## src/rtl/fetch_if.sv

```systemverilog
// Bundle between the fetch stage and its neighbours: the instruction-memory
// port, the hazard/redirect controls from decode and EX, and the IF/ID outputs.
interface fetch_if;
  logic [31:0] imem_addr;
  logic [31:0] imem_instr;
  logic        stall;
  logic        flush;
  logic        redirect_valid;
  logic [31:0] redirect_target;
  logic [31:0] pc;
  logic [31:0] if_id_instr;
  logic [31:0] if_id_pc4;
  logic        if_id_valid;
  logic        fetch_fault;
  logic [31:0] fetch_count;

  // Fetch stage side.
  modport master (
    output imem_addr, pc, if_id_instr, if_id_pc4, if_id_valid, fetch_fault, fetch_count,
    input  imem_instr, stall, flush, redirect_valid, redirect_target
  );

  // Memory / pipeline-control side.
  modport slave (
    input  imem_addr, pc, if_id_instr, if_id_pc4, if_id_valid, fetch_fault, fetch_count,
    output imem_instr, stall, flush, redirect_valid, redirect_target
  );
endinterface

```

## src/rtl/fetch_stage.sv

```systemverilog
// Instruction fetch stage: program counter, instruction-memory address,
// IF/ID pipeline register, and a sticky trap for misaligned or
// out-of-range fetch addresses.
module fetch_stage #(
  parameter logic [31:0] RESET_PC   = 32'h0000_0000,
  parameter int          IMEM_WORDS = 32
) (
  input  logic     clk,
  input  logic     rst_n,
  fetch_if.master  bus
);

  typedef enum logic {RUN, FAULT} state_t;

  localparam logic [31:0] LAST_PC = 32'(4 * IMEM_WORDS - 4);

  state_t      state_q, state_d;
  logic [31:0] pc_q, pc_d;
  logic [31:0] instr_q, instr_d;
  logic [31:0] pc4_q, pc4_d;
  logic        valid_q, valid_d;
  logic        fault_q, fault_d;
  logic [31:0] count_q, count_d;
  logic        pc_legal;

  assign pc_legal = (pc_q[1:0] == 2'b00) && (pc_q <= LAST_PC);

  // Next-state logic: PC selection, IF/ID update and trap handling.
  always_comb begin
    // NOTE: every signal gets a default first so no path leaves it unassigned,
    // which would otherwise infer a latch.
    state_d = state_q;
    pc_d    = pc_q;
    instr_d = instr_q;
    pc4_d   = pc4_q;
    valid_d = valid_q;
    fault_d = fault_q;
    count_d = count_q;

    unique case (state_q)
      RUN: begin
        if (bus.redirect_valid) begin
          // Taken branch/jump wins even over a wrong-path illegal fetch.
          pc_d    = bus.redirect_target;
          instr_d = '0;
          pc4_d   = '0;
          valid_d = 1'b0;
        end else if (!pc_legal) begin
          state_d = FAULT;
          fault_d = 1'b1;
          instr_d = '0;
          pc4_d   = '0;
          valid_d = 1'b0;
        end else begin
          if (!bus.stall) pc_d = pc_q + 32'd4;
          if (bus.flush) begin
            // Flush beats stall for IF/ID; the PC still honours the stall.
            instr_d = '0;
            pc4_d   = '0;
            valid_d = 1'b0;
          end else if (!bus.stall) begin
            instr_d = bus.imem_instr;
            pc4_d   = pc_q + 32'd4;
            valid_d = 1'b1;
            count_d = count_q + 32'd1;
          end
        end
      end

      FAULT: begin
        // Stall is irrelevant here: nothing is fetched until a redirect.
        instr_d = '0;
        pc4_d   = '0;
        valid_d = 1'b0;
        if (bus.redirect_valid) begin
          pc_d    = bus.redirect_target;
          state_d = RUN;
        end
      end

      default: state_d = RUN;
    endcase
  end

  // State register: FSM, PC, IF/ID and counters, cleared asynchronously.
  always_ff @(posedge clk or negedge rst_n) begin
    if (!rst_n) begin
      state_q <= RUN;
      pc_q    <= RESET_PC;
      instr_q <= '0;
      pc4_q   <= '0;
      valid_q <= 1'b0;
      fault_q <= 1'b0;
      count_q <= '0;
    end else begin
      // NOTE: non-blocking assignments so every register samples the
      // pre-edge values computed by the combinational block.
      state_q <= state_d;
      pc_q    <= pc_d;
      instr_q <= instr_d;
      pc4_q   <= pc4_d;
      valid_q <= valid_d;
      fault_q <= fault_d;
      count_q <= count_d;
    end
  end

  assign bus.imem_addr   = pc_q;
  assign bus.pc          = pc_q;
  assign bus.if_id_instr = instr_q;
  assign bus.if_id_pc4   = pc4_q;
  assign bus.if_id_valid = valid_q;
  assign bus.fetch_fault = fault_q;
  assign bus.fetch_count = count_q;

endmodule

```

## src/flat_wrapper.sv

```systemverilog
// flat-port wrapper written by rule: the top's interface ports become plain ports
module fetch_stage_flat 
#(
  parameter logic [31:0] RESET_PC   = 32'h0000_0000,
  parameter int          IMEM_WORDS = 32
)
  (clk, rst_n, bus_imem_addr, bus_pc, bus_if_id_instr, bus_if_id_pc4, bus_if_id_valid, bus_fetch_fault, bus_fetch_count, bus_imem_instr, bus_stall, bus_flush, bus_redirect_valid, bus_redirect_target);
  fetch_if bus_i ();
  input  logic clk;
  input  logic rst_n;
  output wire logic [$bits(bus_i.imem_addr)-1:0] bus_imem_addr;
  output wire logic [$bits(bus_i.pc)-1:0] bus_pc;
  output wire logic [$bits(bus_i.if_id_instr)-1:0] bus_if_id_instr;
  output wire logic [$bits(bus_i.if_id_pc4)-1:0] bus_if_id_pc4;
  output wire logic [$bits(bus_i.if_id_valid)-1:0] bus_if_id_valid;
  output wire logic [$bits(bus_i.fetch_fault)-1:0] bus_fetch_fault;
  output wire logic [$bits(bus_i.fetch_count)-1:0] bus_fetch_count;
  input wire logic [$bits(bus_i.imem_instr)-1:0] bus_imem_instr;
  input wire logic [$bits(bus_i.stall)-1:0] bus_stall;
  input wire logic [$bits(bus_i.flush)-1:0] bus_flush;
  input wire logic [$bits(bus_i.redirect_valid)-1:0] bus_redirect_valid;
  input wire logic [$bits(bus_i.redirect_target)-1:0] bus_redirect_target;
  assign bus_imem_addr = bus_i.imem_addr;
  assign bus_pc = bus_i.pc;
  assign bus_if_id_instr = bus_i.if_id_instr;
  assign bus_if_id_pc4 = bus_i.if_id_pc4;
  assign bus_if_id_valid = bus_i.if_id_valid;
  assign bus_fetch_fault = bus_i.fetch_fault;
  assign bus_fetch_count = bus_i.fetch_count;
  assign bus_i.imem_instr = bus_imem_instr;
  assign bus_i.stall = bus_stall;
  assign bus_i.flush = bus_flush;
  assign bus_i.redirect_valid = bus_redirect_valid;
  assign bus_i.redirect_target = bus_redirect_target;
  fetch_stage #(.RESET_PC(RESET_PC), .IMEM_WORDS(IMEM_WORDS)) u_core (.clk(clk), .rst_n(rst_n), .bus(bus_i));
endmodule
```

## config.mk

```make
export PLATFORM = sky130hd
export DESIGN_NAME = fetch_stage_flat
export DESIGN_NICKNAME = d
export VERILOG_FILES = /design/src/rtl/fetch_if.sv /design/src/rtl/fetch_stage.sv /design/src/flat_wrapper.sv
export SDC_FILE = /design/constraint.sdc
export NUM_CORES = 1
export LEC_CHECK = 0
export CORE_MARGIN = 2
export CORE_UTILIZATION = 44
export CTS_BUF_LIST = sky130_fd_sc_hd__clkbuf_4 sky130_fd_sc_hd__clkbuf_8 sky130_fd_sc_hd__clkbuf_16
export DETAILED_ROUTE_END_ITERATION = 10
export PLACE_DENSITY = 0.93
export SLEW_MARGIN = 15
export SYNTH_ARGS = -nofsm -noshare
export SYNTH_HDL_FRONTEND = slang
export SYNTH_SLANG_ARGS = --single-unit
```

## constraint.sdc

```tcl
create_clock -name clk -period 2.7 [get_ports clk]
set_input_delay 0.405 -clock clk [delete_from_list [all_inputs] [get_ports clk]]
set_output_delay 0.405 -clock clk [all_outputs]
set_load 0.005 [all_outputs]
```

==> flow_metrics.tcl, run 1 <==
set metrics [dict create \
    ys_seq_elements 131 \
    post_cts_resized 0 \
    final-max-slew-violation-count 0 \
    gp_congestion 0.8127 \
    power_frac_seq_pct 44.6 \
    grt_first_pass_wirelength_um 24780 \
    p_sw_mw 1.084 \
    final_cell_mix "228 x clkdlybuf4s50_1, 131 x dfrtp_1, 60 x nor2_1" \
    mostFrequentLayoutCell "clkdlybuf4s50_1" \
    crit_type "register to register" \
    design.die.area_um2 14080 \
    cts_hold_buf 1 \
    drive_gt1_share_pct 11.54 \
    h-tree-depth 4 \
    multi_input_area_um2 2133 \
    drc 0 \
    io_buffers 230 \
    reg2reg_to "u_core.bus.fetch_count[22]" \
    arrival_ps 2680 \
    nNetsFinal 760 \
    clkSlewWorstSetupHoldPaths_ps 60 \
    status "completed" \
    io_pins 231 \
    placed_area_um2 8011 \
    ctsRootBufferMaster "clkbuf_16" \
    synth_top_family_by_area "simple AND/OR/NAND/NOR gates" \
    grt_max_degree 71 \
    wirelength_um 15220 \
    period_share_pct 87.58 \
    hold_class "input pin to register" \
    rsz0062_at_grt "no" \
    synth-simple-area-share_pct 17.91 \
    min-delay-start "bus_stall" \
    start_kind "register" \
    firstDrtPassIters 5 \
    endpoint "u_core.bus.fetch_count[22]" \
    grt_overflow 0 \
    ir_drop_uv 312.1 \
    relSlewSlack_pct 43.27 \
    grt_usage_pct 22.25 \
    die_y_um 118.6 \
    synthesis.area_um2 5783 \
    reg2reg_slack_ps 340 \
    post-route-util_pct 67.38 \
    synthAdderAreaFrac_pct 0.4327 \
    fillers 962 \
    grt_pass1_vias 4685 \
    seq_area_um2 3278 \
    setup_viol 0 \
    combinationalPowerShare_pct 10.9 \
    required_ps 3010 \
    cp-startpoint "u_core.state_q" \
    hold_violations 0 \
    avgSynthCellArea_um2 11.80 \
    post-route-min-period_ps 2365 \
    powerDensity_nw_per_um2 549.7 \
    yosys_warnings 0 \
    p_int_mw 3.628 \
    cts_buffer_depth 2 \
    antenna_cells 0 \
    fin_cells 874 \
    yosysSeqAreaShare_pct 56.69 \
    setup_slack_ps 335.2 \
    design.core.area_um2 12720 \
    die_width_um 118.6 \
    final_antenna_net_count 0 \
    fin_area_um2 8572 \
    synth_mux_area_share_pct 10.56 \
    synthesis.nets 561 \
    antenna_found_initial 0 \
    worstSkewPairLatency_ps 410 \
    synth_compound_area_share_pct 2.358 \
    drt-initial-drc-count 418 \
    syn2layout_area_growth_pct 48.23 \
    sw_frac_of_total_pct 23.00 \
    maxCapViolations 0 \
    cts_tree "built" \
    dp_hpwl_um 10790 \
    fin_skew_ps 5.292 \
    viasPerCell 5.255 \
    ys.flop_type "dfrtp_1" \
    fmax_ghz 0.4229 \
    cp-end-kind "register" \
    worst_slew_pin_slew_ps 851.0 \
    syn_inst 490 \
    cts_setup_buffers 0 \
    start_util_pct 45.46 \
    async_reset_ff_share_pct 100.0 \
    numClockSinks 131 \
    numCtsBuffers 17 \
    synth_edf_count 0 \
    path_max_fanout 11 \
    leakagePower_nw 3.750 \
    synth_cell_types 42 \
    dp_cells 841 \
    std_cell_rows 41 \
    p_clk_share_pct 44.6 \
    reg2reg_from "u_core.state_q" \
    worstRegToRegCells 5 \
    wire_per_inst_um 17.41 \
    synth_xor_area_share_pct 5.604 \
    vias 4593 \
    place_ws_ps 183.3 \
    tns_ps 0 \
]
## final cells by class
type | instances | share of cell area, %
Multi-Input combinational cell | 296 | 24.89
Tap cell | 172 | 2.511
Sequential cell | 131 | 38.24
Timing Repair Buffer | 238 | 27.72
Clock buffer | 23 | 5.780
Inverter | 5 | 0.2189
Clock inverter | 9 | 0.6422
## cell families (layout without fill, tap and decap cells)
kind of cell	count (synthesis)	in the layout
compound gates	21	21
simple gates	178	178
mux	58	58
flops	131	131
xor+xnor	37	37
fa+ha+maj	2	2
buf+inv	63	275
## cell usage after synthesis, types with 2 or more instances
cell type / n / area share [%]
clkbuf_1: 16 / 1.0
buf_4: 33 / 4.3
o21ai_0: 4 / 0.35
buf_2: 4 / 0.35
and3_1: 31 / 3.4
o31a_1: 2 / 0.30
nor4_1: 9 / 0.97
xor2_1: 13 / 2.0
nor4_4: 4 / 1.5
nand2_1: 12 / 0.78
a21oi_1: 8 / 0.69
or2_2: 2 / 0.22
nor3_1: 5 / 0.43
buf_1: 4 / 0.26
mux2i_1: 34 / 5.9
nand3_1: 20 / 1.7
nand4_1: 14 / 1.5
dfrtp_1: 131 / 57
ha_1: 2 / 0.43
nor4_2: 5 / 1.1
or3_1: 2 / 0.22
and4_1: 4 / 0.61
inv_1: 5 / 0.32
o32ai_1: 2 / 0.30
mux2_2: 24 / 4.7
nand4bb_1: 2 / 0.39
xnor2_1: 24 / 3.6
nor2_1: 60 / 3.9
## worst max-delay path: stages, from the launching register on
cell	delay (ps)
dfrtp_1	530
or3_4	480
or4b_1	490
nor4_2	320
nand3_1	190
xnor2_1	240
## how the worst min path moves through the flow
stage                                 end  cells past startpoint
6_report       u_core.bus.fetch_count[15]                      3
5_1_grt        u_core.bus.fetch_count[15]                      3
4_1_cts        u_core.bus.fetch_count[15]                      3
3_5_place_dp   u_core.bus.fetch_count[27]                      1
3_3_place_gp   u_core.bus.fetch_count[29]                      1
2_1_floorplan   u_core.bus.fetch_count[0]                      0
## sequential cells by signal, summed over array words and instances (netlist names)
signal,count
u_core.bus.if_id_pc4,32
u_core.state_q,1
u_core.bus.fetch_fault,1
u_core.bus.if_id_valid,1
u_core.bus.if_id_instr,32
u_core.bus.fetch_count,32
u_core.bus.imem_addr,32
## layer usage
layer | share of wire [%] | GRT usage [%] | vias up | wire [um]
met4 | 3.3 | 11.16 | 0 | 507
met3 | 6.7 | 5.840 | 45 | 1014
met5 | 0 | 0 | - | 0
met1 | 41 | 27.70 | 2249 | 6169
met2 | 49 | 35.81 | 219 | 7530
li1 | - | - | 2080 | -
## through the flow
stage / power [mW] / hold WS, ps
final: 4.712 / 428.1
after global routing: 4.887 / 423.4
after CTS: 4.766 / 399.8
after detailed placement: 2.648 / 425.2
after global placement: 2.636 / 424.2
after floorplan: 2.329 / 109.4
## power groups by stage
| stage | Combinational (mW) | Sequential, mW | Clock, mW |
|---|---|---|---|
| 3_5_place_dp | 0.514 | 2.13 | 0 |
| 6_report | 0.512 | 2.10 | 2.10 |
| 3_3_place_gp | 0.507 | 2.13 | 0 |
| 2_1_floorplan | 0.216 | 2.11 | 0 |
| 5_1_grt | 0.551 | 2.11 | 2.22 |
| 4_1_cts | 0.520 | 2.10 | 2.14 |
Note: power is estimated with default switching activity, not from simulation.
==> inputs of run 2 (changes only) <==
clock period = 2.5 ns   (was 2.7 ns; I/O delays follow)
==> run 2 against run 1 <==
Net effect: final cell count grew 0.57%; via count barely moved; sequential share of layout area fell by 0.38 points; core utilization up 0.67 points; register-to-register slack worse by 180 ps; clock power increased by 18%; sequential power grew 8%; critical path type unchanged.
==> flow_metrics.tcl, run 2 (same netlist as run 1, synthesis figures left out) <==
set metrics [dict create \
    std_cell_rows 41 \
    wirelength_um 15610 \
    die_y_um 118.6 \
    final_antenna_net_count 0 \
    grt_first_pass_wirelength_um 25390 \
    leakagePower_nw 3.798 \
    slowest_stage "dfrtp_1" \
    grt_overflow 0 \
    die_width_um 118.6 \
    viasPerCell 5.226 \
    crit_family "simple AND/OR/NAND/NOR gates" \
    antenna_cells 0 \
    numClockSinks 131 \
    sw_frac_of_total_pct 22.07 \
    wire_per_inst_um 17.76 \
    grt_usage_pct 22.72 \
    antenna_found_initial 0 \
    ir_drop_uv 341.1 \
    path_buf_inv 1 \
    worstSkewPairLatency_ps 410 \
    final_cell_mix "228 x clkdlybuf4s50_1, 131 x dfrtp_1, 60 x nor2_1" \
    drc 0 \
    required_ps 2840 \
    cts_setup_buffers 0 \
    vias 4594 \
    p_clk_share_pct 46.6 \
    cts_tree "built" \
    dp_cells 846 \
    maxCapViolations 0 \
    p_int_mw 4.129 \
    gp_congestion 0.8034 \
    relSlewSlack_pct 62.84 \
    post-route-min-period_ps 2345 \
    worst_slew_pin_slew_ps 551.6 \
    start_util_pct 45.46 \
    firstDrtPassIters 5 \
    fillers 948 \
    drive_gt1_share_pct 12.16 \
    cts_buffer_depth 2 \
    crit_chain "nor4_1 -> nand4_1 -> buf_4 -> or2_2 -> nor2_4 -> and3_1" \
    rsz0062_at_grt "no" \
    fin_cells 879 \
    design.core.area_um2 12720 \
    p_sw_mw 1.169 \
    arrival_ps 2690 \
    powerDensity_nw_per_um2 612.0 \
    crit_type "register to register" \
    cpPeakStageDelay_ps 430 \
    reg2reg_slack_ps 150 \
    hold_class "input pin to register" \
    final-max-slew-violation-count 0 \
    mostFrequentLayoutCell "clkdlybuf4s50_1" \
    nNetsFinal 765 \
    ctsRootBufferMaster "clkbuf_16" \
    place_ws_ps -6.162 \
    setup_viol 0 \
    clkSlewWorstSetupHoldPaths_ps 50 \
    io_buffers 230 \
    fin_skew_ps 9.405 \
    power_frac_seq_pct 42.7 \
    design.die.area_um2 14080 \
    start_kind "register" \
    h-tree-depth 4 \
    path_max_fanout 26 \
    hold_violations 0 \
    post-route-util_pct 68.05 \
    grt_max_degree 63 \
    syn2layout_area_growth_pct 49.70 \
    setup_slack_ps 155.0 \
    fmax_ghz 0.4264 \
    numCtsBuffers 17 \
    grt_pass1_vias 4855 \
    dp_hpwl_um 11340 \
    combinationalPowerShare_pct 10.7 \
    cp-end-kind "register" \
    finalPower_mw 5.298 \
    io_pins 231 \
    drt-initial-drc-count 417 \
    status "completed" \
    period_share_pct 93.80 \
]
## run 2: cell count changes in the layout (fill, tap and decap cells not counted), sizes merged
cell,delta
clkinvlp,-1
buf,+5
clkinv,-1
bufinv,+2
## run 2: metrics by stage
step	hold WS [ps]	TNS, ps	cell area [um^2]
floorplan	79.41	0	5783
global placement	244.0	0	8049
detailed placement	247.7	-6.162	8049
CTS	345.0	0	8657
global route	356.4	0	8657
finish	354.8	0	8657
## run 2: path summary, 6_finish.rpt
check                                             end                     start  depth (start not counted)
min                        u_core.bus.fetch_count[13]                 bus_stall                          3
max reg2reg                  u_core.bus.if_id_pc4[16]  u_core.bus.imem_addr[27]                          6
min in group asynchronous  u_core.bus.fetch_count[31]                     rst_n                          2
max in group asynchronous     u_core.bus.if_id_pc4[8]                     rst_n                          3
min reg2reg                    u_core.bus.fetch_fault    u_core.bus.fetch_fault                          1
max                          u_core.bus.if_id_pc4[16]  u_core.bus.imem_addr[27]                          6
## run 2: final cells by class
type | instances | area [um^2] | area share, %
clock inverters | 9 | 102.6 | 1.185
inverters | 5 | 18.77 | 0.2168
flip-flops and latches | 131 | 3278 | 37.87
well taps | 172 | 215.2 | 2.486
repair buffers | 243 | 2414 | 27.88
clock buffers | 23 | 495.5 | 5.723
multi-input cells | 296 | 2133 | 24.64
## run 2: worst reg2reg max path, stage by stage, from the launching register on
cell	delay, ps
dfrtp_1	430
nor4_1	320
nand4_1	240
buf_4	250
or2_2	370
nor2_4	420
and3_1	250
## run 2: power by group through the flow
stage               Combinational, mW  Sequential, mW  Clock, mW
floorplan                       0.233            2.28          0
global placement                0.559            2.30          0
detailed placement              0.568            2.30          0
CTS                             0.574            2.26       2.50
global route                    0.609            2.27       2.62
finish                          0.568            2.26       2.47
## run 2: routing by layer
layer / wire length [um] / global-route usage (%) / up-vias
met5: 0 / 0 / -
met3: 1155 / 7.191 / 30
met1: 6051 / 26.87 / 2278
met2: 8120 / 38.72 / 200
met4: 282 / 8.259 / 0
li1: - / - / 2086
## run 2: what timing repair did
action | 4_1_cts | 5_1_grt
endpoints found under the hold margin | 24 | 0
hold buffers | 1 | 0
gates resized for setup | 0 | 0
